## config.mk

```make
export PLATFORM = sky130hd
export DESIGN_NAME = plic_irq_gateway
export DESIGN_NICKNAME = d
export VERILOG_FILES = /design/src/rtl/plic_irq_gateway.sv
export SDC_FILE = /design/constraint.sdc
export NUM_CORES = 1
export LEC_CHECK = 0
export CORE_MARGIN = 2
export CORE_UTILIZATION = 35
export DETAILED_ROUTE_END_ITERATION = 8
export DONT_BUFFER_PORTS = 1
export GPL_TIMING_DRIVEN = 0
export SLEW_MARGIN = 30
export SYNTH_ARGS = -nofsm -noshare
export SYNTH_HDL_FRONTEND = slang
export SYNTH_SLANG_ARGS = --single-unit
```

## constraint.sdc

```tcl
create_clock -name clock_i -period 8.7 [get_ports clock_i]
set_input_delay 0.435 -clock clock_i [delete_from_list [all_inputs] [get_ports clock_i]]
set_output_delay 0.435 -clock clock_i [all_outputs]
set_load 0.05 [all_outputs]
```

## src/rtl/plic_irq_gateway.sv

```systemverilog
// Per-source PLIC interrupt gateways: level or edge triggered, claim/complete gated.
// Optional feature macro PLIC_GATEWAY_SYNC_EN adds a 2-flop input synchronizer.
module plic_irq_gateway #(
    parameter int                     NUM_SOURCES    = 32,
    parameter logic [NUM_SOURCES-1:0] EDGE_MASK      = 'h0000_0006,
    parameter int                     MAX_EDGE_COUNT = 3
) (
    input  logic                           clock_i,
    input  logic                           reset_i,
    input  logic [NUM_SOURCES-1:0]         irq_src_i,
    input  logic                           claim_valid_i,
    input  logic [$clog2(NUM_SOURCES)-1:0] claim_id_i,
    input  logic                           complete_valid_i,
    input  logic [$clog2(NUM_SOURCES)-1:0] complete_id_i,
    output logic [NUM_SOURCES-1:0]         pending_o,
    output logic [NUM_SOURCES-1:0]         claimed_o
);

    localparam int IDW = $clog2(NUM_SOURCES);
    localparam int CW  = $clog2(MAX_EDGE_COUNT + 1);
    localparam logic [CW-1:0] MAXC = CW'(MAX_EDGE_COUNT);

    typedef enum logic [1:0] {
        IDLE    = 2'd0,
        PENDING = 2'd1,
        CLAIMED = 2'd2
    } gw_state_e;

    logic [NUM_SOURCES-1:0] src_w;

`ifdef PLIC_GATEWAY_SYNC_EN
    logic [NUM_SOURCES-1:0] sync1_q;
    logic [NUM_SOURCES-1:0] sync2_q;

    always_ff @(posedge clock_i or posedge reset_i) begin
        if (reset_i) begin
            sync1_q <= '0;
            sync2_q <= '0;
        end else begin
            sync1_q <= irq_src_i;
            sync2_q <= sync1_q;
        end
    end

    assign src_w = sync2_q;
`else
    assign src_w = irq_src_i;
`endif

    // Line 0 is reserved: its input is dropped and its outputs tied low.
    logic unused_src0;
    assign unused_src0  = src_w[0];
    assign pending_o[0] = 1'b0;
    assign claimed_o[0] = 1'b0;

    for (genvar n = 1; n < NUM_SOURCES; n++) begin : g_src
        localparam logic [IDW-1:0] ID = IDW'(n);

        gw_state_e state_q;
        logic      pend_q;
        logic      clm_q;
        logic      claim_hit;
        logic      comp_hit;

        assign claim_hit    = claim_valid_i && (claim_id_i == ID);
        assign comp_hit     = complete_valid_i && (complete_id_i == ID);
        assign pending_o[n] = pend_q;
        assign claimed_o[n] = clm_q;

        if (EDGE_MASK[n]) begin : g_edge
            logic          prev_q;
            logic [CW-1:0] cnt_q;
            logic          edge_w;

            assign edge_w = src_w[n] & ~prev_q;

            always_ff @(posedge clock_i or posedge reset_i) begin
                if (reset_i) begin
                    state_q <= IDLE;
                    pend_q  <= 1'b0;
                    clm_q   <= 1'b0;
                    prev_q  <= 1'b0;
                    cnt_q   <= '0;
                end else begin
                    prev_q <= src_w[n];
                    unique case (state_q)
                        IDLE: begin
                            if (edge_w) begin
                                state_q <= PENDING;
                                pend_q  <= 1'b1;
                            end
                        end
                        PENDING: begin
                            if (claim_hit) begin
                                state_q <= CLAIMED;
                                pend_q  <= 1'b0;
                                clm_q   <= 1'b1;
                            end
                            if (edge_w && cnt_q != MAXC)
                                cnt_q <= cnt_q + CW'(1);
                        end
                        CLAIMED: begin
                            if (comp_hit) begin
                                clm_q <= 1'b0;
                                // A queued edge re-requests; a fresh edge
                                // at cnt==0 becomes the new request itself.
                                if (cnt_q != '0) begin
                                    state_q <= PENDING;
                                    pend_q  <= 1'b1;
                                    if (!edge_w)
                                        cnt_q <= cnt_q - CW'(1);
                                end else if (edge_w) begin
                                    state_q <= PENDING;
                                    pend_q  <= 1'b1;
                                end else begin
                                    state_q <= IDLE;
                                end
                            end else if (edge_w && cnt_q != MAXC) begin
                                cnt_q <= cnt_q + CW'(1);
                            end
                        end
                        default: begin
                            state_q <= IDLE;
                            pend_q  <= 1'b0;
                            clm_q   <= 1'b0;
                        end
                    endcase
                end
            end
        end else begin : g_level
            always_ff @(posedge clock_i or posedge reset_i) begin
                if (reset_i) begin
                    state_q <= IDLE;
                    pend_q  <= 1'b0;
                    clm_q   <= 1'b0;
                end else begin
                    unique case (state_q)
                        IDLE: begin
                            if (src_w[n]) begin
                                state_q <= PENDING;
                                pend_q  <= 1'b1;
                            end
                        end
                        PENDING: begin
                            if (claim_hit) begin
                                state_q <= CLAIMED;
                                pend_q  <= 1'b0;
                                clm_q   <= 1'b1;
                            end
                        end
                        CLAIMED: begin
                            if (comp_hit) begin
                                state_q <= IDLE;
                                clm_q   <= 1'b0;
                            end
                        end
                        default: begin
                            state_q <= IDLE;
                            pend_q  <= 1'b0;
                            clm_q   <= 1'b0;
                        end
                    endcase
                end
            end
        end
    end

endmodule

```

==> results of run 1 <==
kinds of logic after synthesis:
| kind of cell | after synthesis | share of synthesized area |
|---|---|---|
| AO/OA/AOI/OAI | 198 | 0.2013 |
| XOR/XNOR | 4 | 0.005349 |
| adder cells (fa/ha/maj) | 4 | 0.007640 |
| buffers and inverters | 132 | 0.1138 |
| flip-flops | 130 | 0.4966 |
| multiplexers | 9 | 0.01451 |
| other | 1 | 0.0005724 |
| AND/OR/NAND/NOR | 200 | 0.1602 |
stage by stage:
| step | instance area [um^2] | util | instances | hold slack [ps] |
|---|---|---|---|---|
| 6_report | 7505 | 0.4053 | 946 | 34.55 |
| 5_1_grt | 7505 | 0.4053 | 946 | 18.47 |
| 4_1_cts | 7505 | 0.4053 | 946 | 18.92 |
| 3_5_place_dp | 6883 | 0.3717 | 914 | 337.0 |
| 3_3_place_gp | 6848 | 0.3698 | 913 | 466.5 |
| 2_1_floorplan | 6555 | - | 679 | 446.5 |
per-layer routing:
metal  GRT usage  share of wire  vias to the layer above
li1            -              -                     2382
met1      0.2262           0.47                     2394
met2      0.2580           0.46                      112
met3     0.05367          0.062                       15
met4     0.05211          0.015                        0
met5           0              0                        -
worst max-delay path by stage:
stage / cells after the start / to / from / slack (ps)
2_1_floorplan: 1 / g_src[10].clm_q$_DFFE_PP0P_ / reset_i / 4800
3_3_place_gp: 1 / g_src[13].pend_q$_DFFE_PP0P_ / reset_i / 3010
3_5_place_dp: 5 / g_src[1].g_edge.cnt_q[1]$_DFFE_PP0P_ / complete_id_i[3] / 6820
4_1_cts: 5 / g_src[1].g_edge.cnt_q[1]$_DFFE_PP0P_ / g_src[1].g_edge.cnt_q[0]$_DFFE_PP0P_ / 7100
5_1_grt: 5 / g_src[1].g_edge.cnt_q[1]$_DFFE_PP0P_ / g_src[1].g_edge.cnt_q[0]$_DFFE_PP0P_ / 6960
6_report: 5 / g_src[1].g_edge.cnt_q[1]$_DFFE_PP0P_ / g_src[1].g_edge.cnt_q[0]$_DFFE_PP0P_ / 7060
final cells by class:
class / count / area, um^2
multi-input combinational: 417 / 2556
timing repair buffer: 2 / 37.54
inverter: 52 / 202.7
tap: 234 / 292.8
clock inverter: 12 / 158.9
clock buffer: 19 / 452.9
fill: 1818 / 11010
buffer: 80 / 550.5
sequential: 130 / 3253
critical path, delay by kind of cell, from the launching register on:
family | cells | cell delay [ps]
AND/OR/NAND/NOR | 1 | 390
AO/OA/AOI/OAI | 3 | 540
flip-flops | 1 | 400
adder cells (fa/ha/maj) | 1 | 200
synth_stat cells, types with 7 or more instances:
library cell	instances
dfrtp_1	130
buf_4	64
clkbuf_1	8
a21oi_1	82
o32ai_1	16
inv_1	52
a2bb2oi_1	7
a211oi_1	14
nand3_1	10
buf_2	8
nor3_1	10
o211a_1	9
o21ai_0	23
nor2_1	64
nand2_1	60
a22o_1	11
nor2b_1	8
power breakdown:
part           leakage, uW  switching, uW  internal (uW)
clock             0.000283            282            464
combinational      0.00148            476            224
sequential         0.00150           83.9            714
total              0.00327            843           1400
sequential cells by signal (all words and copies together) (netlist names):
name	count
g_src.clm_q	31
g_src.g_edge.cnt_q	4
g_src.g_edge.prev_q	2
g_src.pend_q	31
g_src.state_q	62
timing repair:
action	4_1_cts	5_1_grt
endpoints found under the hold margin	56	0
resized for setup	0	0
hold buffers	1	0
==> flow_metrics.env, run 1 <==
export IMPL_status="finished, final reports clean"
export IMPL_grt_use_total=0.1677
export IMPL_fmax_mhz=608.5
export IMPL_final_common_cell="dfrtp_1"
export IMPL_gp_congestion=0.7425
export IMPL_p_per_area_nw_per_um2=299.1
export IMPL_initial_utilization=0.3538
export IMPL_netlist_area_um2=6551
export IMPL_fin_skew_ps=7.388
export IMPL_ys_ff_latch=130
export IMPL_fin_total_pwr_uw=2245
export IMPL_area_delta_synth_final_pct=14.55
export IMPL_grt_pass1_vias=4669
export IMPL_ir_worst_vdd_uv=141.4
export IMPL_r2r_slack_ps=7060
export IMPL_slew_headroom=0.4511
export IMPL_hp_class="in2reg"
export IMPL_r2r_start="g_src[1].g_edge.cnt_q[0]$_DFFE_PP0P_"
export IMPL_io_pins=110
export IMPL_die_x_um=140.8
export IMPL_synth_cell_type_count=61
export IMPL_ys_top_cells_by_area="dfrtp_1 50%, buf_4 7.3%, a21oi_1 6.3%, nor2_1 3.7%, nand2_1 3.4%"
export IMPL_synth_edff_count=0
export IMPL_r2r_end="g_src[1].g_edge.cnt_q[1]$_DFFE_PP0P_"
export IMPL_die_h_um=140.8
export IMPL_dr_pass1_iters=7
export IMPL_routed_wl_um=16250
export IMPL_fp_coreArea_um2=18520
export IMPL_cp_cell_sequence="ha_1 -> nor3b_1 -> a311oi_1 -> a31o_1 -> a211o_1"
export IMPL_drv_cap=0
export IMPL_worst_pin_slew_ps=811.9
export IMPL_clock_latency_ps=430
export IMPL_antenna_found_initial=0
export IMPL_holdPathStages=0
export IMPL_start_kind="flop"
export IMPL_antenna_cells=0
export IMPL_die_area_um2=19830
export IMPL_fin_tns_setup_ps=0
export IMPL_hp_start="irq_src_i[1]"
export IMPL_dr_total_vias=4903
export IMPL_leakagePower_uw=0.003269
export IMPL_synth_top_area_cell="dfrtp_1"
export IMPL_hold_viol_final=0
export IMPL_ys_dominant_reg_cell="dfrtp_1"
export IMPL_overflow=0
export IMPL_r2r_cells=5
export IMPL_drc=0
export IMPL_grt_first_pass_wirelength_um=25450
export IMPL_clkSlewWorstSetupHoldPaths_ps=60
export IMPL_cts_made_buffers=17
export IMPL_portBuffers=0
export IMPL_critical_path_max_stage_delay_ps=400
export IMPL_cts_tree="done"
export IMPL_clock_sinks=130
export IMPL_dpl_worst_slack_ps=6823
export IMPL_holdPathEnd="g_src[1].g_edge.prev_q$_DFF_PP0_"
export IMPL_drive_gt1_frac=0.1770
export IMPL_drt_iter0_markers=234
export IMPL_setup_viol=0
export IMPL_crit_fanout=3
export IMPL_min_period_ps=1643
export IMPL_arrival_ps=1950
export IMPL_critPathKind="reg2reg"
export IMPL_clock_root_buffer="clkbuf_16"
export IMPL_grt_max_degree=75
export IMPL_end_kind="flop"
export IMPL_htree_levels=4
export IMPL_drt_antenna_violating_nets=0
export IMPL_ys_seq_area_frac=0.4966
export IMPL_final_max_slew_viol_count=0
export IMPL_critPathRequiredTime_ps=9010
export IMPL_layout_common_cells="130 x dfrtp_1, 82 x a21oi_1, 64 x nor2_1, 64 x buf_4, 60 x nand2_1"
export IMPL_cpMaxStageDelayCell="dfrtp_1"
export IMPL_postCtsSetupRepairBufs=0
export IMPL_wl_per_cell_um=17.18
export IMPL_avgSynthCellArea_um2=9.663
export IMPL_std_cell_rows=50
export IMPL_layout_setup_ws_ps=7057
export IMPL_dp_hpwl_um=11330
export IMPL_yosysWarnings=0
export IMPL_finalCritPeriodShare=0.1889
export IMPL_synth_top_cell_area_share=0.4966
export IMPL_synthArstFlopShare=1.000
export IMPL_nNetsFinal=750
export IMPL_syn_inst=678
export IMPL_avgViaCountPerCell=5.183
export IMPL_cts_buffer_depth=2
export IMPL_rsz0062_at_grt="no"
No activity file was read; power rests on OpenSTA's default activity.
==> inputs of run 2 (changes only) <==
==> constraint.sdc (replaced) <==
create_clock -name clock_i -period 1.39 [get_ports clock_i]
set_input_delay 0.0695 -clock clock_i [delete_from_list [all_inputs] [get_ports clock_i]]
set_output_delay 0.0695 -clock clock_i [all_outputs]
set_load 0.05 [all_outputs]
==> run 2 against run 1 <==
Global-route usage grew 0.52 points; the flow now finishes with violations (negative setup slack); final cell count grew 4.1%; highest routed layer unchanged; sequential power grew to 6.3 times the previous value; flip-flop and latch count is the same; core utilization grew 3.2 points; first-iteration DRC count grew 17%; count of clock-buffer cells in the layout grew 5; register-to-register slack lost 7100 ps.
==> flow_metrics.env, run 2 (synthesis results as in run 1) <==
export IMPL_start_kind="flop"
export IMPL_largest_reg_flops=62
export IMPL_drt_antenna_violating_nets=0
export IMPL_overflow=0
export IMPL_rsz0062_at_grt="yes"
export IMPL_drv_cap=0
export IMPL_end_kind="flop"
export IMPL_io_pins=110
export IMPL_drc=0
export IMPL_die_area_um2=19830
export IMPL_grt_use_total=0.1729
export IMPL_cpMaxStageDelayCell="dfrtp_2"
export IMPL_cts_tree="done"
export IMPL_final_max_slew_viol_count=0
export IMPL_clkSlewWorstSetupHoldPaths_ps=60
export IMPL_final_common_cell="dfrtp_1"
export IMPL_fin_tns_setup_ps=-15.66
export IMPL_setup_viol=1
export IMPL_cp_cell_sequence="nand2b_4 -> o311a_1 -> a31o_1 -> a211o_1"
export IMPL_grt_max_degree=28
export IMPL_hp_class="in2reg"
export IMPL_fin_cells=985
export IMPL_gp_congestion=0.7558
export IMPL_cts_buffer_depth=2
export IMPL_die_x_um=140.8
export IMPL_antenna_found_initial=0
export IMPL_fmax_mhz=711.4
export IMPL_slew_headroom=0.4087
export IMPL_drt_iter0_markers=274
export IMPL_crit_fanout=9
export IMPL_dr_total_vias=5038
export IMPL_final_area_um2=8100
export IMPL_drive_gt1_frac=0.1984
export IMPL_worst_path_buf_inv=0
export IMPL_critPathRequiredTime_ps=1690
export IMPL_r2r_start="g_src[1].state_q[0]$_DFFE_PP0P_"
export IMPL_startpoint="g_src[1].state_q[0]$_DFFE_PP0P_"
export IMPL_antenna_cells=0
export IMPL_violations="negative setup slack"
export IMPL_fp_coreArea_um2=18520
export IMPL_htree_levels=4
export IMPL_clock_latency_ps=420
export IMPL_dr_pass1_iters=4
export IMPL_initial_utilization=0.3538
export IMPL_fillCellCount=1786
export IMPL_ir_worst_vdd_uv=1023
export IMPL_area_delta_synth_final_pct=23.64
export IMPL_dpl_worst_slack_ps=-129.3
export IMPL_hp_start="claim_id_i[2]"
export IMPL_reg_largest_list="g_src.state_q x62, g_src.clm_q x31, g_src.pend_q x31"
export IMPL_grt_first_pass_wirelength_um=26250
export IMPL_leakagePower_uw=0.003530
export IMPL_die_h_um=140.8
export IMPL_crit_family="compound AO/OA/AOI/OAI gates"
export IMPL_clock_sinks=130
export IMPL_cts_made_buffers=17
export IMPL_std_cell_rows=50
export IMPL_dp_hpwl_um=11660
export IMPL_status="complete, but fails checks"
export IMPL_routed_wl_um=16510
export IMPL_hold_viol_final=0
export IMPL_grt_pass1_vias=4832
export IMPL_nNetsFinal=788
export IMPL_arrival_ps=1710
export IMPL_regMostFlops="g_src.state_q"
export IMPL_min_period_ps=1406
export IMPL_portBuffers=0
export IMPL_clock_root_buffer="clkbuf_16"
export IMPL_fin_total_pwr_uw=14760
export IMPL_fin_skew_ps=5.503
export IMPL_dp_cells=918
export IMPL_avgViaCountPerCell=5.115
export IMPL_critPathKind="reg2reg"
export IMPL_dpl_instance_area_um2=6989
export IMPL_layout_common_cells="127 x dfrtp_1, 81 x a21oi_1, 66 x buf_4"
export IMPL_layout_setup_ws_ps=-15.66
export IMPL_critical_path_max_stage_delay_ps=450
export IMPL_wl_per_cell_um=16.76
export IMPL_worst_pin_slew_ps=874.6
export IMPL_finalCritPeriodShare=1.011
export IMPL_p_per_area_nw_per_um2=1822
[run 2: changes by cell type in the layout (fill, tap and decap cells not counted), sizes merged]
cell,before,now
dlygate4sd3,1,36
buf,73,78
clkbuf,27,30
clkinv,4,1
bufinv,3,5
clkinvlp,5,3
inv,52,51
[run 2: power breakdown]
group / internal [uW] / total (uW) / switching [uW]
Sequential: 4470 / 5020 / 548
Clock: 3470 / 5130 / 1660
Combinational: 1570 / 4610 / 3040
Total: 9510 / 14800 / 5250
[run 2: worst paths after layout]
| kind | endpoint | slack [ps] | depth (start not counted) |
|---|---|---|---|
| worst max-delay path | g_src[1].g_edge.cnt_q[1]$_DFFE_PP0P_ | -20 | 4 |
| worst min-delay path | g_src[16].state_q[1]$_DFFE_PP0P_ | 20 | 3 |
| worst max register to register | g_src[1].g_edge.cnt_q[1]$_DFFE_PP0P_ | -20 | 4 |
| worst min register to register | g_src[17].state_q[0]$_DFFE_PP0P_ | 480 | 1 |
| max in group asynchronous | g_src[30].pend_q$_DFFE_PP0P_ | 560 | 4 |
| min in group asynchronous | g_src[29].state_q[0]$_DFFE_PP0P_ | 140 | 2 |
[run 2: tightest hold or removal path, stage by stage]
cell and delay (ps):
nor2_1 110, nand3_1 140, mux2i_1 70
[run 2: timing repair]
| item | in CTS | in global routing |
|---|---|---|
| hold buffers | 35 | 1 |
| setup buffers | 2 | 0 |
| gates resized for setup | 10 | 10 |
| endpoints found under the setup margin | 5 | 8 |
| cloned | 0 | 0 |
| endpoints found under the hold margin | 147 | 1 |
| pin swaps | 5 | 5 |
[run 2: area by class of cell]
type                       count  area, um^2  area share
clock buffer                  24       511.7     0.06318
tap                          234       292.8     0.03614
sequential                   130        3257      0.4021
timing repair buffer          43       490.5     0.06055
multi-input combinational    417        2638      0.3256
clock inverter                 8       170.2     0.02101
inverter                      52       198.9     0.02456
buffer                        77       541.8     0.06688
[run 2: layer usage]
| metal | part of all wire | vias to the layer above | GRT usage |
|---|---|---|---|
| li1 | - | 2460 | - |
| met1 | 0.46 | 2454 | 0.2311 |
| met2 | 0.47 | 107 | 0.2683 |
| met3 | 0.050 | 17 | 0.04993 |
| met4 | 0.014 | 0 | 0.06263 |
| met5 | 0 | - | 0 |
[run 2: stage by stage]
stage / hold WS [ps] / utilization
2_1_floorplan: 100.9 / -
4_1_cts: 7.287 / 0.4348
3_5_place_dp: -20.47 / 0.3774
6_report: 21.42 / 0.4374
5_1_grt: 47.14 / 0.4374
3_3_place_gp: 101.0 / 0.3712
